$ cat config.mk
export PLATFORM = sky130hd
export DESIGN_NAME = stage_sequencer
export DESIGN_NICKNAME = d
export VERILOG_FILES = /design/src/rtl/seq_pkg.sv /design/src/rtl/seq_wait_timer.sv /design/src/rtl/stage_sequencer.sv
export SDC_FILE = /design/constraint.sdc
export NUM_CORES = 1
export LEC_CHECK = 0
export CORE_MARGIN = 1.5
export CORE_UTILIZATION = 40
export DETAILED_ROUTE_END_ITERATION = 10
export GPL_TIMING_DRIVEN = 0
export MAX_ROUTING_LAYER = met4
export PLACE_DENSITY = 0.81
export RECOVER_POWER = 100
export SLEW_MARGIN = 0
export SYNTH_ARGS = -nofsm -noshare
export SYNTH_HDL_FRONTEND = slang
export SYNTH_HIERARCHICAL = 1
export SYNTH_SLANG_ARGS = --single-unit
$ cat constraint.sdc
create_clock -name clk -period 3.2 [get_ports clk]
set_clock_uncertainty 0.1 [all_clocks]
set_input_delay 0.48 -clock clk [delete_from_list [all_inputs] [get_ports clk]]
set_output_delay 0.48 -clock clk [all_outputs]
set_load 0.02 [all_outputs]
$ cat src/rtl/seq_pkg.sv
// Shared types and constants for the RV32I stage sequencer.
package seq_pkg;

  typedef enum logic [7:0] {
    S_BOOT   = 8'b0000_0001,
    S_FETCH  = 8'b0000_0010,
    S_DECODE = 8'b0000_0100,
    S_EXEC   = 8'b0000_1000,
    S_MEM    = 8'b0001_0000,
    S_WRITE  = 8'b0010_0000,
    S_HALT   = 8'b0100_0000,
    S_ERR    = 8'b1000_0000
  } state_t;

  localparam logic [1:0] ERR_NONE     = 2'b00;
  localparam logic [1:0] ERR_IMEM_TO  = 2'b01;
  localparam logic [1:0] ERR_DMEM_TO  = 2'b10;
  localparam logic [1:0] ERR_MISALIGN = 2'b11;

  localparam logic [31:0] RESET_PC_DEFAULT = 32'h0000_8000;

  // The wait counter only has to hold TIMEOUT-1 before it trips.
  function automatic int timer_width(input int limit);
    return (limit < 2) ? 1 : $clog2(limit);
  endfunction

endpackage

$ cat src/rtl/seq_wait_timer.sv
// Handshake wait counter shared by the FETCH and MEM states.
module seq_wait_timer
  import seq_pkg::*;
#(
  parameter int TIMEOUT = 255
) (
  input  logic clk,
  input  logic rst,
  input  logic clear,
  input  logic en,
  output logic expired
);

  localparam int W = timer_width(TIMEOUT);
  localparam logic [W-1:0] LAST = W'(TIMEOUT - 1);

  logic [W-1:0] count;

  always_ff @(posedge clk or negedge rst) begin
    if (!rst) begin
      count <= '0;
    end else if (clear) begin
      count <= '0;
    end else if (en) begin
      count <= count + W'(1);
    end
  end

  // One more unacknowledged cycle would make the wait reach TIMEOUT.
  assign expired = (count == LAST);

endmodule

$ cat src/rtl/stage_sequencer.sv
// Central one-hot FSM walking one RV32I instruction through its stages.
// Optional performance counters are built when SEQ_PERF_EN is defined.
module stage_sequencer
  import seq_pkg::*;
#(
  parameter logic [31:0] RESET_PC = RESET_PC_DEFAULT,
  parameter int          TIMEOUT  = 255
) (
  input  logic        clk,
  input  logic        rst,
  input  logic        halt_req,
  input  logic        mem_op,
  input  logic [31:0] pc_next,
  input  logic        imem_ack,
  input  logic        dmem_ack,
  output logic        imem_req,
  output logic        dmem_req,
  output logic        fetch_en,
  output logic        decode_en,
  output logic        exec_en,
  output logic        mem_en,
  output logic        write_en,
  output logic [31:0] pc,
  output logic        halted,
  output logic        err,
  output logic [1:0]  err_code,
  output logic [31:0] cycle_cnt,
  output logic [31:0] instret_cnt
);

  state_t     state;
  state_t     state_nxt;
  logic [1:0] err_code_nxt;
  logic       pc_load;
  logic       waiting;
  logic       wait_ack;
  logic       expired;

  assign waiting  = (state == S_FETCH) || (state == S_MEM);
  assign wait_ack = (state == S_FETCH) ? imem_ack : dmem_ack;

  seq_wait_timer #(
    .TIMEOUT (TIMEOUT)
  ) u_timer (
    .clk     (clk),
    .rst     (rst),
    .clear   (!waiting),
    .en      (waiting && !wait_ack),
    .expired (expired)
  );

  always_comb begin
    state_nxt    = state;
    err_code_nxt = err_code;
    pc_load      = 1'b0;
    case (state)
      S_BOOT:   state_nxt = S_FETCH;
      S_FETCH: begin
        // An ack on the expiry cycle still takes priority over the timeout.
        if (imem_ack) begin
          state_nxt = S_DECODE;
        end else if (expired) begin
          state_nxt    = S_ERR;
          err_code_nxt = ERR_IMEM_TO;
        end
      end
      S_DECODE: state_nxt = S_EXEC;
      S_EXEC:   state_nxt = mem_op ? S_MEM : S_WRITE;
      S_MEM: begin
        if (dmem_ack) begin
          state_nxt = S_WRITE;
        end else if (expired) begin
          state_nxt    = S_ERR;
          err_code_nxt = ERR_DMEM_TO;
        end
      end
      S_WRITE: begin
        if (pc_next[1:0] != 2'b00) begin
          state_nxt    = S_ERR;
          err_code_nxt = ERR_MISALIGN;
        end else begin
          pc_load   = 1'b1;
          state_nxt = halt_req ? S_HALT : S_FETCH;
        end
      end
      S_HALT:   if (!halt_req) state_nxt = S_FETCH;
      S_ERR:    state_nxt = S_ERR;
      default:  state_nxt = S_BOOT;
    endcase
  end

  always_ff @(posedge clk or negedge rst) begin
    if (!rst) begin
      state    <= S_BOOT;
      pc       <= RESET_PC;
      err_code <= ERR_NONE;
    end else begin
      state    <= state_nxt;
      err_code <= err_code_nxt;
      if (pc_load) pc <= pc_next;
    end
  end

  assign fetch_en  = (state == S_FETCH);
  assign decode_en = (state == S_DECODE);
  assign exec_en   = (state == S_EXEC);
  assign mem_en    = (state == S_MEM);
  assign write_en  = (state == S_WRITE);
  assign imem_req  = (state == S_FETCH);
  assign dmem_req  = (state == S_MEM);
  assign halted    = (state == S_HALT);
  assign err       = (state == S_ERR);

`ifdef SEQ_PERF_EN
  always_ff @(posedge clk or negedge rst) begin
    if (!rst) begin
      cycle_cnt   <= '0;
      instret_cnt <= '0;
    end else begin
      if ((state != S_BOOT) && (state != S_ERR)) cycle_cnt <= cycle_cnt + 32'd1;
      if (pc_load) instret_cnt <= instret_cnt + 32'd1;
    end
  end
`else
  assign cycle_cnt   = '0;
  assign instret_cnt = '0;
`endif

endmodule
# ---- After elaboration in Yosys (flattened, before gate mapping)
# Index checks and enable logic that the tools add are counted.
dict set report word_totals {
  register_bits 50
  inputBits 38
  out_inout_bits 107
}
dict set report op_classes {
  addsub 1
  eq_ne 16
  n_mux 19
  n_reduce_logical 6
}
# op n
set ops {}
lappend ops {{$pmux 8 s8} 1}
lappend ops {{$mux 8} 7}
lappend ops {{$eq 8x8->1 const B} 2}
lappend ops {{$mux 2} 5}
lappend ops {{$add 8x1->8 const B} 1}
lappend ops {{$eq 8x1->1 const B} 1}
lappend ops {{$eq 8x2->1 const B} 1}
lappend ops {{$eq 8x3->1 const B} 1}
lappend ops {{$eq 8x4->1 const B} 1}
lappend ops {{$eq 8x5->1 const B} 1}
lappend ops {{$eq 8x6->1 const B} 1}
lappend ops {{$eq 8x7->1 const B} 1}
lappend ops {{$ne 2x1->1 const B} 4}
lappend ops {{$mux 7} 1}
lappend ops {{$mux 6} 1}
lappend ops {{$ne 2x2->1 const B} 3}
lappend ops {{$pmux 2 s3} 1}
lappend ops {{$reduce_and 6->1} 1}
lappend ops {{$mux 1} 3}
lappend ops {{$reduce_bool 3->1} 1}
lappend ops {{$reduce_bool 2->1} 1}
lappend ops {{$logic_and 1x1->1} 1}
lappend ops {{$logic_not 1->1} 1}
lappend ops {{$logic_or 1x1->1} 1}

# ---- Depth between registers and ports, before layout
# Gate-level depths: netlist of run 1.
dict set report depth {
  depth_word 6
  ltp_mapped 8
}

# ---- Modules after synthesis
# The synthesis of run 1 kept the hierarchy.
# module n_inst cells_per_inst area_per_inst_um2 seq_area_each_um2
set by_module_without_submodules {}
lappend by_module_without_submodules {stage_sequencer 1 210 2339.7 1053.5}
lappend by_module_without_submodules {seq_wait_timer 1 41 410.4 200.2}

# ---- Least setup slack after synthesis of run 1
# No wires, ideal clock.
dict set report synth_path {
  kind {flip-flop to output port}
  from {register state[0]}
  to {output imem_req}
  arrival_time_ps 1917
  required_ps 2620
  setup_slack_ps 703
  path_stages_with_launch 6
  n_path_buf 2
  cell_sequence {dfstp_2 -> or4_4 -> or2_1 -> buf_2 -> nor3_2 -> buf_4}
}
dict set report synth_between {
  elab_chain_cells 1
}
# item line
set synth_lines {}
lappend synth_lines {{start, declared} stage_sequencer.sv:31} ;# state_t state;
lappend synth_lines {{start signal, assigned} stage_sequencer.sv:98} ;# state <= state_nxt;
lappend synth_lines {{$eq 8x2->1} --}
lappend synth_lines {{end, declared} stage_sequencer.sv:16} ;# output logic imem_req,
# Every way passes these cells.

# ---- Worst setup path after layout of run 1
dict set report layout_path {
  from {register state[2]}
  to {output mem_en}
}
dict set report layout_between {
  elab_chain_cells 1
}
# item line
set layout_lines {}
lappend layout_lines {{$eq 8x5->1} stage_sequencer.sv:107} ;# assign mem_en = (state == S_MEM);
lappend layout_lines {{end, declared} stage_sequencer.sv:21} ;# output logic mem_en,
# Every way passes these cells.

==> run summary, run 1 <==
status - finished clean
final setup violation count - 0
CP Capture Type - primary output
crit path max fanout - 6
Initial Util - 0.4093
Slew @ Worst Pin - 1.457 ns
Synth async-reset ratio - 1.000
layout cell share with drive strength beyond 1 - 0.2159
ant diodes - 0
Crit path arrival time - 2.49 ns
Routed Antenna Nets - 0
Die ar. - 7381 µm²
# hold bufs at CTS - 0
setup bufs post-CTS - 0
# rows - 30
Top delay family on crit path - simple AND/OR/NAND/NOR gates
Buf/Inv on CP - 2
# DRC - 0
Synth area leader - dfrtp_1
CP cell instances - or4_4 > nor4_4 > buf_4 > clkdlybuf4s50_1
crit-path max cell delay - 0.59 ns
vias - 2,078
synthesized area - 2750 µm²
Finished Cell Area - 3973 µm²
hold depth - 1
worst hold path class - reg -> reg
Synth top cells by count - 70 x buf_4, 48 x dfrtp_1, 30 x mux2_1
Via density - 4.302
Layout fillers - 579
Startpoint Class - register
syn_area_per_cell - 10.96 µm²
Die Span X - 85.92 µm
GRT Total Usage - 0.1565
DR iter-0 viols - 79
share of the synthesized area in the top cell type - 0.4368
core region area - 6719 µm²
clock latency on the worst-skew pair - 0.29 ns
EDFF count, synth - 0
Routed WL - 5635 µm
Reg area - 1254 µm²
final setup TNS - 0 ns
die span in y - 85.92 µm
Yosys reg bits - 50
I/O Pins - 145
total CTS buffers - 5
DP Area - 3910 µm²
hpwl dp - 4485 µm
leakage - 2.137 nW
clk sinks - 50
ranking of synthesized cells by area - dfrtp_1 44%, buf_4 19%, mux2_1 12%
Multi-input gate area - 1180 µm²
first-pass GRT wire length - 8970 µm
Nets - 442
prevailing post-synth register cell - dfrtp_1
Netlist cell types - 46
slew margin rel. - 0.02851
TritonCTS clock tree - done
GPL Wtd Cong - 0.8577
1st-pass router iterations - 4
Clock Tree Root - clkbuf_8
vias in the first global route - 1,923
area grow syn2layout - 44.45%
min cycle time layout - 3.069 ns
unrepaired setup endpoints after global routing - no
Crit-path slowest cell - clkdlybuf4s50_1
Tcrit/Tclk final - 0.9591
Syn Inst Count - 251
clock slew seen by the registers of the worst setup and hold paths - 0.09 ns
WP data required - 2.62 ns
clk buf depth - 2
PwrDens - 406.1 nW/µm²
WP depth - 4
f_max - 0.3258 GHz
Seq/Total Area, Yosys - 0.4559
H-tree levels - 2
antenna violations before repair - 0
cell with the most instances after synthesis - buf_4
pin count of the biggest net entering global routing - 28
MaxCap Viol Count - 0
final hold violations - 0
Crit Path Category - reg -> out
VDD IR max - 0.1776 mV
Synth warnings - 6
Routed wire per std cell - 11.67 µm
port bufs - 80
total power - 1.613 mW
FF-to-FF path depth - 7
Max Slew Vio Count - 0
remaining global-route overflow - 0
## metal layers
metal,vias to the layer above,GRT usage,share of wire
li1,1024,-,-
met1,952,0.1756,0.40
met2,88,0.2734,0.51
met3,14,0.03369,0.066
met4,0,0.05865,0.023
met5,-,-,0
## final timing paths
| check | startpoint | end | slack [ns] |
|---|---|---|---|
| worst min-delay path | pc[25] | pc[25] | 0.38 |
| worst min register to register | pc[25] | pc[25] | 0.38 |
| worst max-delay path | state[2] | mem_en | 0.13 |
| worst max register to register | state[1] | u_timer/count[5] | 0.34 |
| min in group asynchronous | rst | pc[9] | 0.42 |
| max in group asynchronous | rst | pc[31] | 0.78 |
## repair_timing
| action | in CTS | in global routing |
|---|---|---|
| gates resized for setup | 3 | 6 |
| setup endpoints to repair | 4 | 5 |
| pin swaps | 0 | 1 |
## through the flow
stage          hold WS, ns  utilization  worst slack (ns)  instances
2_1_floorplan      0.08441            -            0.7029        314
3_3_place_gp        0.3695       0.5786           0.06620        474
3_5_place_dp        0.3740       0.5819           0.09038        475
4_1_cts             0.1353       0.5976           0.02767        483
5_1_grt             0.3999       0.5912           0.03608        483
6_report            0.3839       0.5912            0.1310        483
## sequential cells by signal, indices dropped and copies added, names as in the netlist
register       flops
u_timer/count      8
err_code           2
state              8
pc                32
## layout make-up
| cell class | instances | share of cell area |
|---|---|---|
| Inverter | 6 | 0.005669 |
| Multi-Input combinational cell | 182 | 0.2970 |
| Timing Repair Buffer | 81 | 0.1975 |
| Clock inverter | 1 | 0.001260 |
| Clock buffer | 7 | 0.02173 |
| Sequential cell | 50 | 0.3156 |
| Tap cell | 80 | 0.02520 |
| Buffer | 76 | 0.1361 |
## kinds of logic (layout without fill, tap and decap cells)
kind of cell,after synthesis,after routing,share of synthesized area
buffers and inverters,82,171,0.2088
adders and majority gates,2,2,0.009098
AOI/OAI and AO/OA,21,21,0.05232
DFF,50,50,0.4559
and+or+nand+nor,59,59,0.1306
other,1,64,0.001364
muxes,30,30,0.1228
xor gates and xnor gates,6,6,0.01911
## placed cells by master (no fill, tap or decap), types with 2 or more instances in the layout
cell type        instances
dlygate4sd3_1           39
nand2b_1                 6
dfrtp_1                 48
clkbuf_2                 2
nand2_1                  5
nand4_1                  2
o21ai_0                  4
or3_1                    5
conb_1                  64
dfstp_2                  2
ha_1                     2
nand3_1                  4
clkbuf_8                 6
a211oi_1                 2
nor2_1                  17
nor4_2                   2
xor2_1                   3
buf_4                   67
nor2b_1                  2
mux2_1                  30
clkbuf_1                11
nor4bb_1                 2
and2_1                   2
xnor2_1                  3
a21oi_1                  5
inv_1                    6
clkdlybuf4s50_1         37
## power breakdown
group | total, mW | leakage, nW | switching [mW] | internal (mW)
clock network | 0.368 | 0.0482 | 0.193 | 0.175
registers | 0.705 | 0.688 | 0.0285 | 0.677
logic | 0.540 | 1.40 | 0.302 | 0.238
(Power assumes the default switching activity.)
==> run 2: changes to the inputs <==
--- a/config.mk
+++ b/config.mk
@@ -13,5 +13,4 @@
 export PLACE_DENSITY = 0.81
 export RECOVER_POWER = 100
-export SLEW_MARGIN = 0
 export SYNTH_ARGS = -nofsm -noshare
 export SYNTH_HDL_FRONTEND = slang
==> constraint.sdc (replaced) <==
create_clock -name clk -period 3.2 [get_ports clk]
set_clock_uncertainty 0.1 [all_clocks]
set_input_delay 0.48 -clock clk [delete_from_list [all_inputs] [get_ports clk]]
set_output_delay 0.48 -clock clk [all_outputs]
set_load 0.05 [all_outputs]
==> run 2 against run 1 <==
Non-clock buffer count unchanged; critical path depth increased by 1; worst hold slack about the same; largest power group is now combinational logic.
==> run summary, run 2 (synthesized netlist as in run 1, its figures left out) <==
vias in the first global route - 1,904
clk sinks - 50
layout cell share with drive strength beyond 1 - 0.2159
die span in y - 85.92 µm
Clock Tree Root - clkbuf_8
Largest register FFs - 32
Routed WL - 5554 µm
hold depth - 1
ant diodes - 0
FF-to-FF path depth - 7
Slew @ Worst Pin - 1.449 ns
Largest regs - pc x32, state x8, u_timer/count x8
PwrDens - 450.2 nW/µm²
Die ar. - 7381 µm²
clock latency on the worst-skew pair - 0.29 ns
Nets - 442
total CTS buffers - 5
Final Worst Setup Slack - 0.1209 ns
# DRC - 0
Routed Antenna Nets - 0
MaxCap Viol Count - 0
core region area - 6719 µm²
Crit path arrival time - 2.50 ns
TritonCTS clock tree - done
Most flops, register - pc
hpwl dp - 4485 µm
port bufs - 80
status - finished clean
DR iter-0 viols - 58
Tcrit/Tclk final - 0.9622
area grow syn2layout - 43.81%
commonest non-fill, non-tap cells in the layout - 67 x buf_4, 64 x conb_1, 48 x dfrtp_1, 37 x clkdlybuf4s50_1, 34 x dlygate4sd3_1
# rows - 30
worst hold path class - reg -> reg
Crit Path Category - reg -> out
vias - 2,066
GPL Wtd Cong - 0.8577
WP data required - 2.62 ns
min cycle time layout - 3.079 ns
1st-pass router iterations - 4
crit path max fanout - 7
Routed wire per std cell - 11.50 µm
final hold violations - 0
final setup violation count - 0
unrepaired setup endpoints after global routing - no
first-pass GRT wire length - 8907 µm
VDD IR max - 0.1835 mV
clock slew seen by the registers of the worst setup and hold paths - 0.09 ns
H-tree levels - 2
Initial Util - 0.4093
Die Span X - 85.92 µm
most common cell after layout, fill and taps aside - buf_4
slew margin rel. - 0.03392
Layout fillers - 580
Max Slew Vio Count - 0
CP Capture Type - primary output
total power - 1.781 mW
f_max - 0.3248 GHz
clk buf depth - 2
antenna violations before repair - 0
Startpoint Class - register
I/O Pins - 145
post-place setup slack - -0.04435 ns
GRT Total Usage - 0.1554
leakage - 2.130 nW
pin count of the biggest net entering global routing - 28
Via density - 4.277
remaining global-route overflow - 0
## run 2: final timing paths
| path | end | slack, ns | from |
|---|---|---|---|
| min in group asynchronous | pc[9] | 0.42 | rst |
| max in group asynchronous | pc[31] | 0.79 | rst |
| hold reg to reg | pc[25] | 0.38 | pc[25] |
| setup reg to reg | u_timer/count[5] | 0.37 | state[1] |
| hold / removal | pc[25] | 0.38 | pc[25] |
| setup / recovery | fetch_en | 0.12 | state[2] |
## run 2: where the power goes
part / total (mW) / internal [mW] / switching [mW]
sequential: 0.706 / 0.677 / 0.0287
combinational: 0.707 / 0.241 / 0.465
clock: 0.369 / 0.175 / 0.194
## run 2: layer usage
layer | wire length [µm] | vias to the layer above | share of wire | GRT usage
li1 | - | 1025 | - | -
met1 | 2227 | 949 | 0.40 | 0.1749
met2 | 2857 | 81 | 0.51 | 0.2706
met3 | 346 | 11 | 0.062 | 0.03369
met4 | 123 | 0 | 0.022 | 0.05865
met5 | 0 | - | 0 | -
## run 2: what timing repair did
item | 4_1_cts | 5_1_grt
hold buffers | 0 | 0
gates resized for setup | 9 | 4
endpoints found under the hold margin | 0 | 0
setup endpoints to repair | 6 | 4
setup buffers | 0 | 0
## run 2: layout make-up
type | instances | area (µm²) | area share
sequential | 50 | 1254 | 0.3170
buffer | 76 | 539.3 | 0.1363
timing repair buffer | 81 | 780.7 | 0.1974
clock inverter | 1 | 5.005 | 0.001265
clock buffer | 7 | 86.33 | 0.02183
multi-input combinational | 182 | 1167 | 0.2952
tap | 80 | 100.1 | 0.02531
inverter | 6 | 22.52 | 0.005694
## run 2: worst max-delay path, cell delays in order (launching register included)
cell	delay (ns)
dfrtp_1	0.43
or4_4	0.58
or2_1	0.23
buf_2	0.16
nor3_2	0.27
clkdlybuf4s15_1	0.55
## run 2: metrics by stage
step,utilization,setup TNS (ns),instance area [µm²],hold slack (ns),std cells
after detailed placement,0.5819,-0.04435,3910,0.3740,475
after global placement,0.5786,-0.03230,3887,0.3695,474
after global routing,0.5886,0,3955,0.3999,483
final,0.5886,0,3955,0.3839,483
after floorplan,-,0,2987,0.08441,314
after CTS,0.5959,0,4004,0.1353,483
==> run 3: changes to the inputs <==
- CORE_UTILIZATION: 40 -> 41
- PLACE_DENSITY: 0.81 -> 0.89
- SYNTH_HIERARCHICAL: 1 -> not set
==> run 3 against run 2 <==
Worst hold slack better by 0.0011 ns; combinational power up 3.1%; sequential share of layout area down 0.86 points; via count up 3.5%; critical endpoint is now mem_en.
==> run summary, run 3 <==
clock latency on the worst-skew pair - 0.30 ns
Largest register FFs - 32
area grow syn2layout - 41.08%
remaining global-route overflow - 0
synthesized area - 2882 µm²
Via density - 4.259
prevailing post-synth register cell - dfrtp_1
pin count of the biggest net entering global routing - 37
most common cell after layout, fill and taps aside - buf_4
status - finished clean
VDD IR max - 0.3369 mV
DR iter-0 viols - 38
first-pass GRT wire length - 9439 µm
Cells after DPL - 493
clk sinks - 50
Initial Util - 0.4241
Clock Tree Root - clkbuf_8
final setup violation count - 0
Most flops, register - pc
Largest regs - pc x32, state x8, u_timer.count x8
setup bufs post-CTS - 0
vias in the first global route - 1,976
I/O Pins - 145
commonest non-fill, non-tap cells in the layout - 66 x buf_4, 64 x conb_1, 48 x dfrtp_1, 38 x dlygate4sd3_1, 36 x clkdlybuf4s50_1
Synth area leader - dfrtp_1
clock slew seen by the registers of the worst setup and hold paths - 0.09 ns
Syn Inst Count - 253
total power - 1.873 mW
CP Capture Type - primary output
GPL Wtd Cong - 0.8253
unrepaired setup endpoints after global routing - no
Seq/Total Area, Yosys - 0.4351
cell with the most instances after synthesis - buf_4
slew margin rel. - 0.3393
Crit Path Category - reg -> out
layout cell share with drive strength beyond 1 - 0.2438
final setup TNS - 0 ns
# DRC - 0
ranking of synthesized cells by area - dfrtp_1 42%, buf_4 17%, mux2_4 14%
GRT Total Usage - 0.1649
Slew @ Worst Pin - 0.9660 ns
f_max - 0.3286 GHz
die span in y - 86.84 µm
hpwl dp - 4651 µm
Non-Filler Instances - 502
H-tree levels - 2
min cycle time layout - 3.043 ns
Synth async-reset ratio - 1.000
Layout fillers - 584
Die ar. - 7540 µm²
share of the synthesized area in the top cell type - 0.4168
Synth top cells by count - 67 x buf_4, 48 x dfrtp_1, 26 x mux2_4
core region area - 6794 µm²
syn_area_per_cell - 11.39 µm²
WP data required - 2.62 ns
leakage - 2.173 nW
TritonCTS clock tree - done
Die Span X - 86.84 µm
MaxCap Viol Count - 0
Tcrit/Tclk final - 0.9509
clk buf depth - 2
Crit path arrival time - 2.46 ns
Routed wire per std cell - 11.87 µm
Synth warnings - 0
Yosys reg bits - 50
final hold violations - 0
vias - 2,138
EDFF count, synth - 0
worst hold path class - reg -> reg
ant diodes - 0
Max Slew Vio Count - 0
crit path max fanout - 8
Startpoint Class - register
Routed Antenna Nets - 0
1st-pass router iterations - 4
# rows - 30
Final Hold Slack - 0.3850 ns
Routed WL - 5958 µm
PwrDens - 460.8 nW/µm²
Nets - 445
Netlist cell types - 43
antenna violations before repair - 0
total CTS buffers - 5
port bufs - 80
==> run 3: changes by cell type after synthesis, moves of 4 or more <==
| cell | previous run | this run |
|---|---|---|
| nor4b_1 | 1 | 6 |
| nor2_1 | 17 | 12 |
| or3_1 | 4 | 0 |
| a22o_1 | 0 | 4 |
| mux2_2 | 0 | 6 |
| nand2b_1 | 6 | 2 |
| mux2_4 | 0 | 26 |
| mux2_1 | 30 | 0 |
==> run 3: metal layers <==
metal | up-vias | GRT usage | wire length [µm]
li1 | 1042 | - | -
met1 | 996 | 0.1925 | 2373
met2 | 95 | 0.2861 | 3070
met3 | 5 | 0.04190 | 466
met4 | 0 | 0.03519 | 48
met5 | - | - | 0
==> run 3: path summary, 6_finish.rpt <==
| check | startpoint | to | slack, ns | cells after the start |
|---|---|---|---|---|
| worst min register to register | pc[0] | pc[0] | 0.39 | 1 |
| worst max register to register | state[4] | pc[18] | 0.47 | 6 |
| worst max-delay path | state[0] | mem_en | 0.16 | 6 |
| worst min-delay path | pc[0] | pc[0] | 0.39 | 1 |
| max in group asynchronous | rst | pc[29] | 0.96 | 3 |
| min in group asynchronous | rst | u_timer.count[1] | 0.69 | 2 |
==> run 3: critical path: stages, from the launching register on <==
cell and delay [ns]:
dfstp_2 0.37, buf_2 0.16, nor3_1 0.32, nand2_1 0.20
nor4b_4 0.41, buf_4 0.17, dlygate4sd2_1 0.51
==> run 3: cell families (layout without fill, tap and decap cells) <==
family / count (synthesis) / count (layout) / share of synthesized area
multiplexers: 32 / 32 / 0.1589
XOR/XNOR: 3 / 3 / 0.009120
AO/OA/AOI/OAI: 25 / 25 / 0.06296
other: 1 / 64 / 0.001301
adder cells (fa/ha/maj): 2 / 2 / 0.008683
AND/OR/NAND/NOR: 58 / 58 / 0.1198
flip-flops: 50 / 50 / 0.4351
buffers and inverters: 82 / 172 / 0.2041
==> run 3: area by class of cell <==
type                            instances  area (µm²)  share of cell area
Buffer                                 76       536.8              0.1320
Clock buffer                            6       72.57             0.01785
Clock inverter                          2       37.54            0.009234
Inverter                                6       22.52            0.005540
Multi-Input combinational cell        184        1229              0.3022
Sequential cell                        50        1254              0.3084
Tap cell                               96       120.1             0.02955
Timing Repair Buffer                   82       793.3              0.1951
==> run 3: report_power, final <==
group	switching, mW	leakage (nW)	total, mW	internal [mW]
clock	0.210	0.0514	0.444	0.233
combinational	0.476	1.45	0.729	0.253
sequential	0.0250	0.669	0.701	0.676
total	0.711	2.17	1.87	1.16
==> run 3: what timing repair did <==
action | CTS | global route
gates resized for setup | 7 | 7
hold buffers | 1 | 0
setup endpoints to repair | 5 | 3
hold endpoints to repair | 14 | 0
==> run 3: through the flow <==
| step | setup WS [ns] | instance area [µm²] | util |
|---|---|---|---|
| 5_1_grt | 0.01691 | 4065 | 0.5983 |
| 4_1_cts | 0.05207 | 4200 | 0.6182 |
| 3_5_place_dp | 0.1245 | 4079 | 0.6004 |
| 2_1_floorplan | 0.2653 | 3143 | - |
| 6_report | 0.1572 | 4065 | 0.5983 |
| 3_3_place_gp | 0.1014 | 4064 | 0.5982 |
